--- src/rtl/muldiv_ctrl_if.sv ---
// Request, status, HI/LO and unit-side signals of the mult/div sequencer.
// slave is the sequencer's view; master is the control FSM plus units.
interface muldiv_ctrl_if #(
  parameter int WIDTH = 32
);
  logic             req;
  logic             op;
  logic [WIDTH-1:0] src_a;
  logic [WIDTH-1:0] src_b;
  logic             busy;
  logic             done;
  logic             div_zero;
  logic             timeout_err;
  logic [WIDTH-1:0] hi_q;
  logic [WIDTH-1:0] lo_q;
  logic             unit_reset;
  logic             mult_go;
  logic             div_go;
  logic [WIDTH-1:0] unit_x;
  logic [WIDTH-1:0] unit_y;
  logic             mult_fim;
  logic             div_fim;
  logic [WIDTH-1:0] mult_hi;
  logic [WIDTH-1:0] mult_lo;
  logic [WIDTH-1:0] div_hi;
  logic [WIDTH-1:0] div_lo;

  modport slave (
    input  req, op, src_a, src_b,
    input  mult_fim, div_fim,
    input  mult_hi, mult_lo, div_hi, div_lo,
    output busy, done, div_zero, timeout_err,
    output hi_q, lo_q,
    output unit_reset, mult_go, div_go,
    output unit_x, unit_y
  );

  modport master (
    output req, op, src_a, src_b,
    output mult_fim, div_fim,
    output mult_hi, mult_lo, div_hi, div_lo,
    input  busy, done, div_zero, timeout_err,
    input  hi_q, lo_q,
    input  unit_reset, mult_go, div_go,
    input  unit_x, unit_y
  );
endinterface

--- src/rtl/muldiv_ctrl.sv ---
// Sequencer for multicycle MULT/DIV units: clear, launch, wait, write HI/LO.
// Divide-by-zero is trapped before launch; a watchdog aborts a hung unit.
module muldiv_ctrl #(
  parameter int WIDTH   = 32,
  parameter int TIMEOUT = 40
) (
  input  logic          clk,
  input  logic          reset,
  muldiv_ctrl_if.slave  bus
);
  localparam int CW = $clog2(TIMEOUT + 1);

  typedef enum logic [2:0] {
    IDLE, CLR, GO, WAIT, WB, DZ, TO
  } state_t;

  state_t           state;
  state_t           nxt;
  logic             op_q;
  logic [CW-1:0]    cnt;
  logic [WIDTH-1:0] x_q;
  logic [WIDTH-1:0] y_q;
  logic [WIDTH-1:0] hi;
  logic [WIDTH-1:0] lo;

  logic fim;
  logic dz_req;
  logic load;
  logic busy;
  logic done;
  logic dz;
  logic to;
  logic ur;
  logic mgo;
  logic dgo;

  assign fim    = op_q ? bus.div_fim : bus.mult_fim;
  assign dz_req = bus.op && (bus.src_b == '0);
  assign load   = (state == IDLE) && bus.req && !dz_req;

  always_ff @(posedge clk or posedge reset) begin
    if (reset) begin
      state <= IDLE;
      op_q  <= 1'b0;
      cnt   <= '0;
      x_q   <= '0;
      y_q   <= '0;
      hi    <= '0;
      lo    <= '0;
    end else begin
      state <= nxt;
      if (load) begin
        op_q <= bus.op;
        x_q  <= bus.src_a;
        y_q  <= bus.src_b;
      end
      if (state == GO) begin
        cnt <= '0;
      end else if (state == WAIT) begin
        cnt <= cnt + 1'b1;
      end
      if (state == WB) begin
        hi <= op_q ? bus.div_hi : bus.mult_hi;
        lo <= op_q ? bus.div_lo : bus.mult_lo;
      end
    end
  end

  // cnt holds completed WAIT cycles, so TIMEOUT-1 marks the last one
  always_comb begin
    nxt  = state;
    busy = 1'b1;
    done = 1'b0;
    dz   = 1'b0;
    to   = 1'b0;
    ur   = 1'b0;
    mgo  = 1'b0;
    dgo  = 1'b0;
    unique case (state)
      IDLE: begin
        busy = 1'b0;
        if (bus.req) begin
          nxt = dz_req ? DZ : CLR;
        end
      end
      CLR: begin
        ur  = 1'b1;
        nxt = GO;
      end
      GO: begin
        mgo = !op_q;
        dgo = op_q;
        nxt = WAIT;
      end
      WAIT: begin
        if (fim) begin
          nxt = WB;
        end else if (cnt == CW'(TIMEOUT - 1)) begin
          nxt = TO;
        end
      end
      WB: begin
        done = 1'b1;
        nxt  = IDLE;
      end
      DZ: begin
        dz  = 1'b1;
        nxt = IDLE;
      end
      TO: begin
        to  = 1'b1;
        nxt = IDLE;
      end
      default: begin
        nxt = IDLE;
      end
    endcase
  end

  assign bus.busy        = busy;
  assign bus.done        = done;
  assign bus.div_zero    = dz;
  assign bus.timeout_err = to;
  assign bus.unit_reset  = ur;
  assign bus.mult_go     = mgo;
  assign bus.div_go      = dgo;
  assign bus.hi_q        = hi;
  assign bus.lo_q        = lo;
  assign bus.unit_x      = x_q;
  assign bus.unit_y      = y_q;
endmodule

--- src/flat_wrapper.sv ---
// flat-port wrapper written by rule: the top's interface ports become plain ports
module muldiv_ctrl_flat 
#(
  parameter int WIDTH   = 32,
  parameter int TIMEOUT = 40
)
  (clk, reset, bus_req, bus_op, bus_src_a, bus_src_b, bus_mult_fim, bus_div_fim, bus_mult_hi, bus_mult_lo, bus_div_hi, bus_div_lo, bus_busy, bus_done, bus_div_zero, bus_timeout_err, bus_hi_q, bus_lo_q, bus_unit_reset, bus_mult_go, bus_div_go, bus_unit_x, bus_unit_y);
  muldiv_ctrl_if #(.WIDTH(WIDTH)) bus_i ();
  input  logic clk;
  input  logic reset;
  input wire logic [$bits(bus_i.req)-1:0] bus_req;
  input wire logic [$bits(bus_i.op)-1:0] bus_op;
  input wire logic [$bits(bus_i.src_a)-1:0] bus_src_a;
  input wire logic [$bits(bus_i.src_b)-1:0] bus_src_b;
  input wire logic [$bits(bus_i.mult_fim)-1:0] bus_mult_fim;
  input wire logic [$bits(bus_i.div_fim)-1:0] bus_div_fim;
  input wire logic [$bits(bus_i.mult_hi)-1:0] bus_mult_hi;
  input wire logic [$bits(bus_i.mult_lo)-1:0] bus_mult_lo;
  input wire logic [$bits(bus_i.div_hi)-1:0] bus_div_hi;
  input wire logic [$bits(bus_i.div_lo)-1:0] bus_div_lo;
  output wire logic [$bits(bus_i.busy)-1:0] bus_busy;
  output wire logic [$bits(bus_i.done)-1:0] bus_done;
  output wire logic [$bits(bus_i.div_zero)-1:0] bus_div_zero;
  output wire logic [$bits(bus_i.timeout_err)-1:0] bus_timeout_err;
  output wire logic [$bits(bus_i.hi_q)-1:0] bus_hi_q;
  output wire logic [$bits(bus_i.lo_q)-1:0] bus_lo_q;
  output wire logic [$bits(bus_i.unit_reset)-1:0] bus_unit_reset;
  output wire logic [$bits(bus_i.mult_go)-1:0] bus_mult_go;
  output wire logic [$bits(bus_i.div_go)-1:0] bus_div_go;
  output wire logic [$bits(bus_i.unit_x)-1:0] bus_unit_x;
  output wire logic [$bits(bus_i.unit_y)-1:0] bus_unit_y;
  assign bus_i.req = bus_req;
  assign bus_i.op = bus_op;
  assign bus_i.src_a = bus_src_a;
  assign bus_i.src_b = bus_src_b;
  assign bus_i.mult_fim = bus_mult_fim;
  assign bus_i.div_fim = bus_div_fim;
  assign bus_i.mult_hi = bus_mult_hi;
  assign bus_i.mult_lo = bus_mult_lo;
  assign bus_i.div_hi = bus_div_hi;
  assign bus_i.div_lo = bus_div_lo;
  assign bus_busy = bus_i.busy;
  assign bus_done = bus_i.done;
  assign bus_div_zero = bus_i.div_zero;
  assign bus_timeout_err = bus_i.timeout_err;
  assign bus_hi_q = bus_i.hi_q;
  assign bus_lo_q = bus_i.lo_q;
  assign bus_unit_reset = bus_i.unit_reset;
  assign bus_mult_go = bus_i.mult_go;
  assign bus_div_go = bus_i.div_go;
  assign bus_unit_x = bus_i.unit_x;
  assign bus_unit_y = bus_i.unit_y;
  muldiv_ctrl #(.WIDTH(WIDTH), .TIMEOUT(TIMEOUT)) u_core (.clk(clk), .reset(reset), .bus(bus_i));
endmodule
--- config.mk ---
export PLATFORM = sky130hd
export DESIGN_NAME = muldiv_ctrl_flat
export DESIGN_NICKNAME = d
export VERILOG_FILES = /design/src/rtl/muldiv_ctrl_if.sv /design/src/rtl/muldiv_ctrl.sv /design/src/flat_wrapper.sv
export SDC_FILE = /design/constraint.sdc
export NUM_CORES = 1
export LEC_CHECK = 0
export BUFFER_PORTS_ARGS = -buffer_cell sky130_fd_sc_hd__buf_4
export CAP_MARGIN = 10
export CORE_AREA = 2 2 131 133
export CTS_CLUSTER_DIAMETER = 100
export CTS_CLUSTER_SIZE = 16
export DETAILED_ROUTE_END_ITERATION = 10
export DIE_AREA = 0 0 133 135
export PLACE_DENSITY_LB_ADDON = 0.12
export SLEW_MARGIN = 20
export SYNTH_ARGS = -nofsm -noshare
export SYNTH_HDL_FRONTEND = slang
export SYNTH_SLANG_ARGS = --single-unit
--- constraint.sdc ---
create_clock -name clk -period 5.9 [get_ports clk]
set_input_delay 1.77 -clock clk [delete_from_list [all_inputs] [get_ports clk]]
set_output_delay 1.77 -clock clk [all_outputs]
set_load 0.1 [all_outputs]
# After elaboration in Yosys (flattened, before gate mapping)
# Index checks and enable logic that the tools add are counted.
[classes] addsub=1 mux=17 eq_ne=9 reduce_logical=9
[ops] op="$mux 32" count=2
[ops] op="$logic_not 32->1" count=1
[ops] op="$mux 3" count=4
[ops] op="$mux 6" count=2
[ops] op="$pmux 3 s4" count=1
[ops] op="$eq 3x3->1 const B" count=3
[ops] op="$mux 1" count=8
[ops] op="$add 6x1->6 const B" count=1
[ops] op="$eq 3x2->1 const B" count=2
[ops] op="$eq 6x6->1 const B" count=1
[ops] op="$eq 3x1->1 const B" count=1
[ops] op="$logic_and 1x1->1" count=3
[ops] op="$logic_not 3->1" count=1
[ops] op="$ne 3x2->1 const B" count=1
[ops] op="$logic_not 1->1" count=2
[ops] op="$ne 2x2->1 const B" count=1
[ops] op="$reduce_and 2->1" count=1
[ops] op="$reduce_bool 2->1" count=1
[word_totals] output_inout_bits=135 reg_bits=138 elab_cells=43 inputBits=198

# Longest topological paths before layout
# Gate-level depths: netlist (run 1).
[depth] depth_word=5 ltp_mapped=7 mapped_depth_nobuf=5

# Worst setup path after synthesis (run 1)
# No wires, ideal clock.
[synth_timing] path_type="register to output" start="register u_core.op_q" end="output bus_mult_go" arrival_ps=3052 n_path_buf=3 setup_slack_ps=1078 t_required_ps=4130 path_stages_with_launch=5 path_cell_list="dfrtp_1 > buf_2 > buf_2 > buf_1 > nor3_1"
[synth_via] elab_chain_cells=2
[synth_rtl] element="start: declaration" line_no="muldiv_ctrl.sv:19" source="logic op_q;"
[synth_rtl] element="start signal: assignment" line_no="muldiv_ctrl.sv:53" source="op_q <= bus.op;"
[synth_rtl] element="$logic_not 1->1" line_no="muldiv_ctrl.sv:91" source="mgo = !op_q;"
[synth_rtl] element="$mux 1" line_no="muldiv_ctrl.sv:79" source="unique case (state)"
[synth_rtl] element="end: declaration" line_no="flat_wrapper.sv:28" source="output wire logic [$bits(bus_i.mult_go)-1:0] bus_mult_go;"
# No other way between the ends.

# Worst setup path after layout (run 1)
[layout_timing] start="register u_core.state[0]" end="output bus_done"
[layout_via] elab_chain_cells=2
[layout_rtl] element="start: declaration" line_no="muldiv_ctrl.sv:17" source="state_t state;"
[layout_rtl] element="start signal: assignment" line_no="muldiv_ctrl.sv:51" source="state <= nxt;"
[layout_rtl] element="$eq 3x3->1" line_no="muldiv_ctrl.sv:79"
[layout_rtl] element="$mux 1" line_no="muldiv_ctrl.sv:79"
[layout_rtl] element="end: declaration" line_no="flat_wrapper.sv:22" source="output wire logic [$bits(bus_i.done)-1:0] bus_done;"
# No other way between the ends.

==> results of run 1 <==
[layer usage]
metal | global-route usage [%] | share of wire [%] | vias up
met3 | 7.88 | 10 | 15
met1 | 22.0 | 37 | 2341
met4 | 5.73 | 1.1 | 2
li1 | - | - | 2377
met2 | 35.0 | 51 | 214
met5 | 0 | 0.046 | -
[flip-flops by register name, summed over array words and instances (netlist names)]
register and count:
u_core.state 3, u_core.op_q 1, u_core.bus.lo_q 32, u_core.bus.hi_q 32, u_core.cnt 6, u_core.bus.unit_y 32
u_core.bus.unit_x 32
[cells by family after synthesis]
logic type	count (synthesis)	share of synthesized area (%)
AOI/OAI and AO/OA	82	7.56
adders and majority gates	1	0.204
buffers and inverters	35	3.19
DFF	138	56.4
muxes	126	24.5
and+or+nand+nor	110	8.15
[area by class of cell]
| type | instances | area (µm²) |
|---|---|---|
| fillers | 1403 | 7010 |
| repair buffers | 337 | 2530 |
| multi-input cells | 319 | 2490 |
| flip-flops and latches | 138 | 3460 |
| clock buffers | 26 | 519 |
| clock inverters | 6 | 108 |
| well taps | 220 | 275 |
| inverters | 4 | 20.0 |
[cell usage in the layout, fill, tap and decap left out, types with 5 or more instances in the layout]
| cell | count |
|---|---|
| nor4_1 | 7 |
| nand3_1 | 5 |
| mux2_2 | 15 |
| dfrtp_1 | 137 |
| a21oi_1 | 66 |
| nor2_1 | 71 |
| clkbuf_8 | 6 |
| mux2_4 | 44 |
| buf_4 | 337 |
| nand2_1 | 9 |
| a22o_1 | 8 |
| mux2i_1 | 67 |
| nor3_1 | 6 |
| clkbuf_16 | 17 |
[cells in the mapped netlist (6+ instances only)]
cell and instances:
nor3_1 6, mux2i_1 67, clkbuf_1 8, nor4_1 7, mux2_4 44, a21oi_1 66
nor2_1 72, a22o_1 8, mux2_2 15, nand2_1 9, buf_6 6, dfrtp_1 138
buf_2 15
[stage by stage]
stage | hold slack [ns] | cells | utilization [%] | worst slack (ns)
after floorplan | 0.466 | 492 | - | 0.434
after global placement | 0.485 | 1018 | 53.5 | 1.57
after detailed placement | 0.494 | 1018 | 53.5 | 1.51
after CTS | 0.514 | 1050 | 57.3 | 1.66
after global routing | 0.526 | 1050 | 57.3 | 1.50
final | 0.511 | 1050 | 57.3 | 1.72
[how the worst max path moves through the flow]
stage               cells after the start                    to             from
finish                                  3              bus_done  u_core.state[0]
global route                            3              bus_done  u_core.state[0]
CTS                                     3              bus_done  u_core.state[0]
detailed placement                      6  u_core.bus.unit_y[1]    bus_src_b[18]
global placement                        6  u_core.bus.unit_y[1]    bus_src_b[18]
floorplan                               1    u_core.bus.hi_q[0]            reset
[worst max-delay path, delay by kind of cell (launching register included)]
kind	cells	cell delay, ns
flops	1	0.49
buf+inv	1	0.43
simple gates	2	1.08
==> impl_metrics.tcl, run 1 <==
set metrics [dict create \
    outcome "completed" \
    fin_crit_sh_pct 70.9 \
    setup_viol 0 \
    ys_seq_area_share_pct 56.4 \
    cp_cell_sequence "or2_2 > nor2_4 > buf_4" \
    fp.coreArea_mm2 0.0164 \
    drt_iter0_drc 172 \
    drt_first_pass_iters 4 \
    final_antenna_net_count 0 \
    rrSetupSlack_ns 3.20 \
    hpwlAfterDp_um 13400 \
    fmax_mhz 239 \
    avgSynthCellArea_um2 12.4 \
    drv_slew 0 \
    syn-num-nets 691 \
    nets 1016 \
    start_util_pct 37.3 \
    wl_per_cell_um 16.7 \
    timing.rr.start "u_core.state[0]" \
    num_rows 47 \
    yosysTopAreaCellShare_pct 56.4 \
    arrival_ns 2.41 \
    cts_buffers 17 \
    regToRegEndpoint "u_core.bus.lo_q[20]" \
    die_w_um 133 \
    final_area_mm2 0.00940 \
    pin_count 333 \
    cpPeakStageDelay_ns 0.70 \
    finalHoldViolCount 0 \
    place.gp.congestion 0.801 \
    worstSetupPathType "register to output port" \
    clock_latency_ns 0.41 \
    dpl-instance-area_mm2 0.00877 \
    drcViolationCount 0 \
    cts_tree "built" \
    synth.distinct_cells 32 \
    clock_skew_ns 0.00674 \
    hold_path_depth 2 \
    cts.sinks 138 \
    grt_pass1_wl_um 27500 \
    yosys.area.top_type "dfrtp_1" \
    vias 4949 \
    clockRootBuffer "clkbuf_16" \
    antenna_found_initial 1 \
    synth_flop_cell "dfrtp_1" \
    io_buffers 332 \
    crit_path_start_kind "register" \
    endpoint_kind "output port" \
    grt_max_degree 97 \
    post_cts_buffers 0 \
    hp-start "u_core.cnt[1]" \
    finalWirelength_um 17500 \
    clock_path_buffers 2 \
    gr-total-overflow 0 \
    holdPathEnd "u_core.cnt[1]" \
    tightest_slew_ns 0.982 \
    synth-seq-cells 138 \
    syn_inst 492 \
    grt_usage_pct 19.8 \
    synth-edff-count 0 \
    period_minus_slack_ns 4.18 \
    antennaDiodeCount 0 \
    design.die.area_mm2 0.0180 \
    fp.dieH_um 135 \
    synth_area_leaders "dfrtp_1 56%, mux2i_1 11%, mux2_4 11%" \
    maxCapViolCount 0 \
    fin_tns_setup_ns 0 \
    rsz0062_at_grt "false" \
    vias_per_cell 4.71 \
    drive_gt1_share_pct 52.2 \
    cp_max_fo 46 \
    crit_slowest_cell "nor2_4" \
    required_ns 4.13 \
    syn2layout_area_growth_pct 53.5 \
    cts_hold_buf 0 \
    synth_area_mm2 0.00612 \
    r2r_cells 4 \
    slew_headroom_pct 34.5 \
    path_clk_slew_ns 0.05 \
    cts_max_level 4 \
    cts_resized 0 \
    ys_warn_count 0 \
    hp-class "register to register" \
    ys_async_sr_fraction_pct 100 \
    grt_pass1_vias 5209 \
]
Power of run 1 is not shown: default switching activity piles up to over one toggle a cycle in this logic, so the estimate is an artifact.
==> run 2: changes to the inputs <==
Settings changed: ABC_AREA set to 1, CORE_AREA 2 2 131 133 to 2 2 128 130, DIE_AREA 0 0 133 135 to 0 0 130 132.
Clock period 5.9 ns to 3.6 ns, I/O delays scaled along.
==> impl_metrics.tcl, run 2 <==
set metrics [dict create \
    tightest_slew_ns 0.735 \
    grt_usage_pct 22.6 \
    hpwlAfterDp_um 14000 \
    layout_common_cells "338 x buf_4, 231 x nand2_1, 137 x dfrtp_1" \
    clock_skew_ns 0.00710 \
    cts_resized 0 \
    crit_slowest_cell "dfrtp_1" \
    syn2layout_area_growth_pct 49.7 \
    outcome "completed" \
    clock_path_buffers 2 \
    ys_seq_area_share_pct 54.8 \
    nFillCells 1465 \
    design.die.area_mm2 0.0172 \
    fin_tns_setup_ns 0 \
    die_w_um 130 \
    drt_first_pass_iters 7 \
    fp.coreArea_mm2 0.0157 \
    yosys.area.top_type "dfrtp_1" \
    critical_path.top_delay_family "simple AND/OR/NAND/NOR gates" \
    slew_headroom_pct 51.0 \
    worstSetupPathType "register to output port" \
    final_common_cell "buf_4" \
    syn_inst 737 \
    maxCapViolCount 0 \
    rsz0062_at_grt "false" \
    ys_warn_count 0 \
    crit_end "bus_div_go" \
    grt_max_degree 76 \
    fmax_mhz 365 \
    avgSynthCellArea_um2 8.56 \
    syn-num-nets 936 \
    start_util_pct 40.1 \
    post_cts_buffers 0 \
    cp_max_fo 5 \
    ys_async_sr_fraction_pct 100 \
    clock_latency_ns 0.41 \
    crit_top_cell "nor2_1" \
    cts_buffers 17 \
    cts_max_level 4 \
    final_antenna_net_count 0 \
    fp.dieH_um 132 \
    period_minus_slack_ns 2.74 \
    vias_per_cell 4.80 \
    pin_count 333 \
    yosys-top-cells-count "231 x nand2_1, 138 x dfrtp_1, 97 x nor2_1" \
    whs_ns 0.471 \
    cts_tree "built" \
    fin_crit_sh_pct 76.1 \
    crit_path_start_kind "register" \
    synth_area_mm2 0.00631 \
    path_clk_slew_ns 0.06 \
    synth.distinct_cells 29 \
    cp_cell_sequence "nor2_1 > nand2_1 > nor2_1 > buf_4" \
    cp.buffers_inverters 1 \
    arrival_ns 1.66 \
    cts.sinks 138 \
    drt_iter0_drc 323 \
    finalWirelength_um 19700 \
    clockRootBuffer "clkbuf_16" \
    io_buffers 332 \
    critical_path_depth 4 \
    drive_gt1_share_pct 40.8 \
    timing.rr.start "u_core.state[2]" \
    synth-seq-cells 138 \
    antenna_found_initial 0 \
    synth_area_leaders "dfrtp_1 55%, nand2_1 14%, a31oi_1 6.4%" \
    nets 1247 \
    grt_pass1_wl_um 30400 \
    endpoint_kind "output port" \
    wl_per_cell_um 15.5 \
    num_rows 46 \
    cts_hold_buf 0 \
    antennaDiodeCount 0 \
    place.gp.congestion 0.812 \
    gr-total-overflow 0 \
    setup_viol 0 \
    synth_flop_cell "dfrtp_1" \
    drv_slew 0 \
    crit_start "u_core.state[0]" \
    r2r_cells 6 \
    rrSetupSlack_ns 1.37 \
    grt_pass1_vias 5795 \
    cpPeakStageDelay_ns 0.46 \
    regToRegEndpoint "u_core.bus.hi_q[23]" \
    drcViolationCount 0 \
    synth-edff-count 0 \
    yosysTopAreaCellShare_pct 54.8 \
    hp-class "register to register" \
    vias 6119 \
    yosysMostFrequentCell "nand2_1" \
    finalHoldViolCount 0 \
    required_ns 2.52 \
]
run 2: cell count changes in the layout (fill, tap and decap cells not counted), moves of 51 or more:
cell     previous run  this run
nand2_1             9       231
mux2i_1            67         0
a21oi_1            66         3
nand2_2             0        51
a31oi_1             0        65
nand3_1             5        69
run 2: cell families after synthesis:
group	after synthesis	share of synthesized area (%)
buffers and inverters	62	6.05
AOI/OAI and AO/OA	76	7.48
xor gates and xnor gates	1	0.139
adders and majority gates	1	0.198
DFF	138	54.8
and+or+nand+nor	459	31.4
run 2: layout make-up:
class | instances | area (µm²) | area share [%]
inverters | 13 | 52.6 | 0.557
clock inverters | 8 | 92.6 | 0.981
flip-flops and latches | 138 | 3450 | 36.6
well taps | 216 | 270 | 2.86
clock buffers | 23 | 488 | 5.17
repair buffers | 341 | 2600 | 27.5
multi-input cells | 537 | 2480 | 26.3
run 2: per-stage QoR:
stage / std cells / cell area (µm²) / utilization [%] / setup slack [ns]
after floorplan: 737 / 6320 / - / 0.556
after global placement: 1245 / 8860 / 56.4 / 0.916
after detailed placement: 1245 / 8860 / 56.4 / 0.897
after CTS: 1276 / 9440 / 60.1 / 0.848
after global routing: 1276 / 9440 / 60.1 / 0.729
final: 1276 / 9440 / 60.1 / 0.862
run 2: routing by layer:
layer / GRT usage (%) / wire (µm) / vias up
met5: 0 / 0 / -
met4: 10.6 / 685 / 0
met3: 5.24 / 1180 / 41
met2: 37.1 / 9670 / 208
met1: 28.0 / 8200 / 2852
li1: - / - / 3018
run 2: worst min-delay path, stage by stage (launching register included):
cell,delay (ns)
dfrtp_1,0.34
nand2_1,0.05
nand2_1,0.05
run 2: worst min path at each step:
stage,startpoint,cells after the start,end
floorplan,u_core.cnt[4],1,u_core.cnt[4]
global placement,u_core.bus.unit_y[16],2,u_core.bus.unit_y[16]
detailed placement,u_core.bus.unit_y[16],2,u_core.bus.unit_y[16]
CTS,u_core.bus.unit_y[16],2,u_core.bus.unit_y[16]
global route,u_core.bus.unit_y[18],2,u_core.bus.unit_y[18]
finish,u_core.bus.unit_y[17],2,u_core.bus.unit_y[17]
Power of run 2 is left out for the same reason.
==> run 3: changes to the inputs <==
Settings changed: CORE_AREA 2 2 128 130 to 2 2 129 131, DIE_AREA 0 0 130 132 to 0 0 131 133.
Clock period 3.6 ns to 2.54 ns, I/O delays scaled along.
==> impl_metrics.tcl, run 3 (same netlist as run 2, synthesis figures left out) <==
set metrics [dict create \
    arrival_ns 1.63 \
    hpwlAfterDp_um 13800 \
    crit_slowest_cell "dfrtp_1" \
    cts_buffers 17 \
    vias 6081 \
    endpoint_kind "output port" \
    period_minus_slack_ns 2.39 \
    antennaDiodeCount 0 \
    wl_per_cell_um 15.3 \
    cpPeakStageDelay_ns 0.45 \
    drive_gt1_share_pct 41.1 \
    required_ns 1.78 \
    maxCapViolCount 0 \
    drcViolationCount 0 \
    drt_first_pass_iters 5 \
    grt_max_degree 129 \
    drt_iter0_drc 338 \
    rrSetupSlack_ns 0.74 \
    finalWirelength_um 19700 \
    gr-total-overflow 0 \
    design.die.area_mm2 0.0174 \
    clock_skew_ns 0.00791 \
    start_util_pct 39.0 \
    grt_pass1_wl_um 29900 \
    syn2layout_area_growth_pct 51.4 \
    nets 1250 \
    num_rows 47 \
    whs_ns 0.463 \
    cts.sinks 138 \
    crit_top_cell "nor2_1" \
    fp.coreArea_mm2 0.0162 \
    clockRootBuffer "clkbuf_16" \
    timing.rr.start "u_core.op_q" \
    dpl-instance-area_mm2 0.00893 \
    fmax_mhz 419 \
    clock_path_buffers 2 \
    pin_count 333 \
    final_area_mm2 0.00955 \
    setup_viol 0 \
    final_common_cell "buf_4" \
    grt_pass1_vias 5666 \
    fin_crit_sh_pct 94.0 \
    crit_start "u_core.state[0]" \
    worstSetupPathType "register to output port" \
    io_buffers 332 \
    post-route-util_pct 59.0 \
    vias_per_cell 4.74 \
    drv_slew 0 \
    fp.dieH_um 133 \
    cts_max_level 4 \
    cts_tree "built" \
    fin_tns_setup_ns 0 \
    antenna_found_initial 0 \
    cp_cell_sequence "nor2_1 > nand2_1 > nor2_1 > buf_6" \
    crit_path_start_kind "register" \
    outcome "completed" \
    clock_latency_ns 0.42 \
    die_w_um 131 \
    grt_usage_pct 22.2 \
    place.gp.congestion 0.805 \
    hp-class "input pin to asynchronous set/reset pin" \
    cp_max_fo 5 \
    final_antenna_net_count 0 \
    slew_headroom_pct 50.3 \
    path_clk_slew_ns 0.06 \
    layout_common_cells "336 x buf_4, 231 x nand2_1, 137 x dfrtp_1" \
    finalHoldViolCount 0 \
    tightest_slew_ns 0.745 \
]
run 3: cell count changes in the layout (fill, tap and decap cells not counted):
| cell | before | now |
|---|---|---|
| buf_12 | 3 | 6 |
| buf_4 | 338 | 336 |
| buf_6 | 0 | 2 |
| bufinv_16 | 2 | 3 |
| clkbuf_8 | 4 | 5 |
| clkinv_2 | 5 | 3 |
| nor2_1 | 97 | 96 |
| nor2_2 | 2 | 3 |
run 3: per-stage QoR:
| step | cells | setup slack [ns] |
|---|---|---|
| finish | 1283 | 0.151 |
| global placement | 1252 | 0.358 |
| floorplan | 737 | -0.186 |
| CTS | 1283 | 0.0908 |
| detailed placement | 1252 | 0.323 |
| global route | 1283 | -0.00495 |
run 3: final cells by class:
| class | instances | area [µm²] |
|---|---|---|
| Timing Repair Buffer | 344 | 2670 |
| Sequential cell | 138 | 3450 |
| Clock inverter | 7 | 113 |
| Tap cell | 220 | 275 |
| Clock buffer | 24 | 502 |
| Fill cell | 1526 | 6620 |
| Multi-Input combinational cell | 537 | 2490 |
| Inverter | 13 | 52.6 |
run 3: what timing repair did:
| item | 4_1_cts | 5_1_grt |
|---|---|---|
| buffers inserted | 0 | 0 |
| hold buffers | 0 | 0 |
| gates resized for setup | 0 | 2 |
| setup endpoints to repair | 0 | 2 |
run 3: path summary, 6_finish.rpt:
path / end / cells past startpoint
min reg2reg: u_core.bus.unit_y[19] / 2
max reg2reg: u_core.state[0] / 6
min in group clk: u_core.bus.unit_y[19] / 2
max: bus_mult_go / 4
max in group asynchronous: u_core.op_q / 3
min: u_core.bus.hi_q[26] / 3
run 3: worst max-delay path: cells and delay by family (launching register included):
kind / cells / cell delay, ns
and+or+nand+nor: 3 / 0.52
DFF: 1 / 0.45
buffers and inverters: 1 / 0.24
run 3: per-layer routing:
layer / vias up / global-route usage (%) / share of wire [%]
li1: 3021 / - / -
met1: 2802 / 28.2 / 42
met2: 214 / 35.0 / 47
met3: 44 / 5.78 / 7.6
met4: 0 / 10.8 / 3.6
met5: - / 0 / 0
Power of run 3 is left out for the same reason.
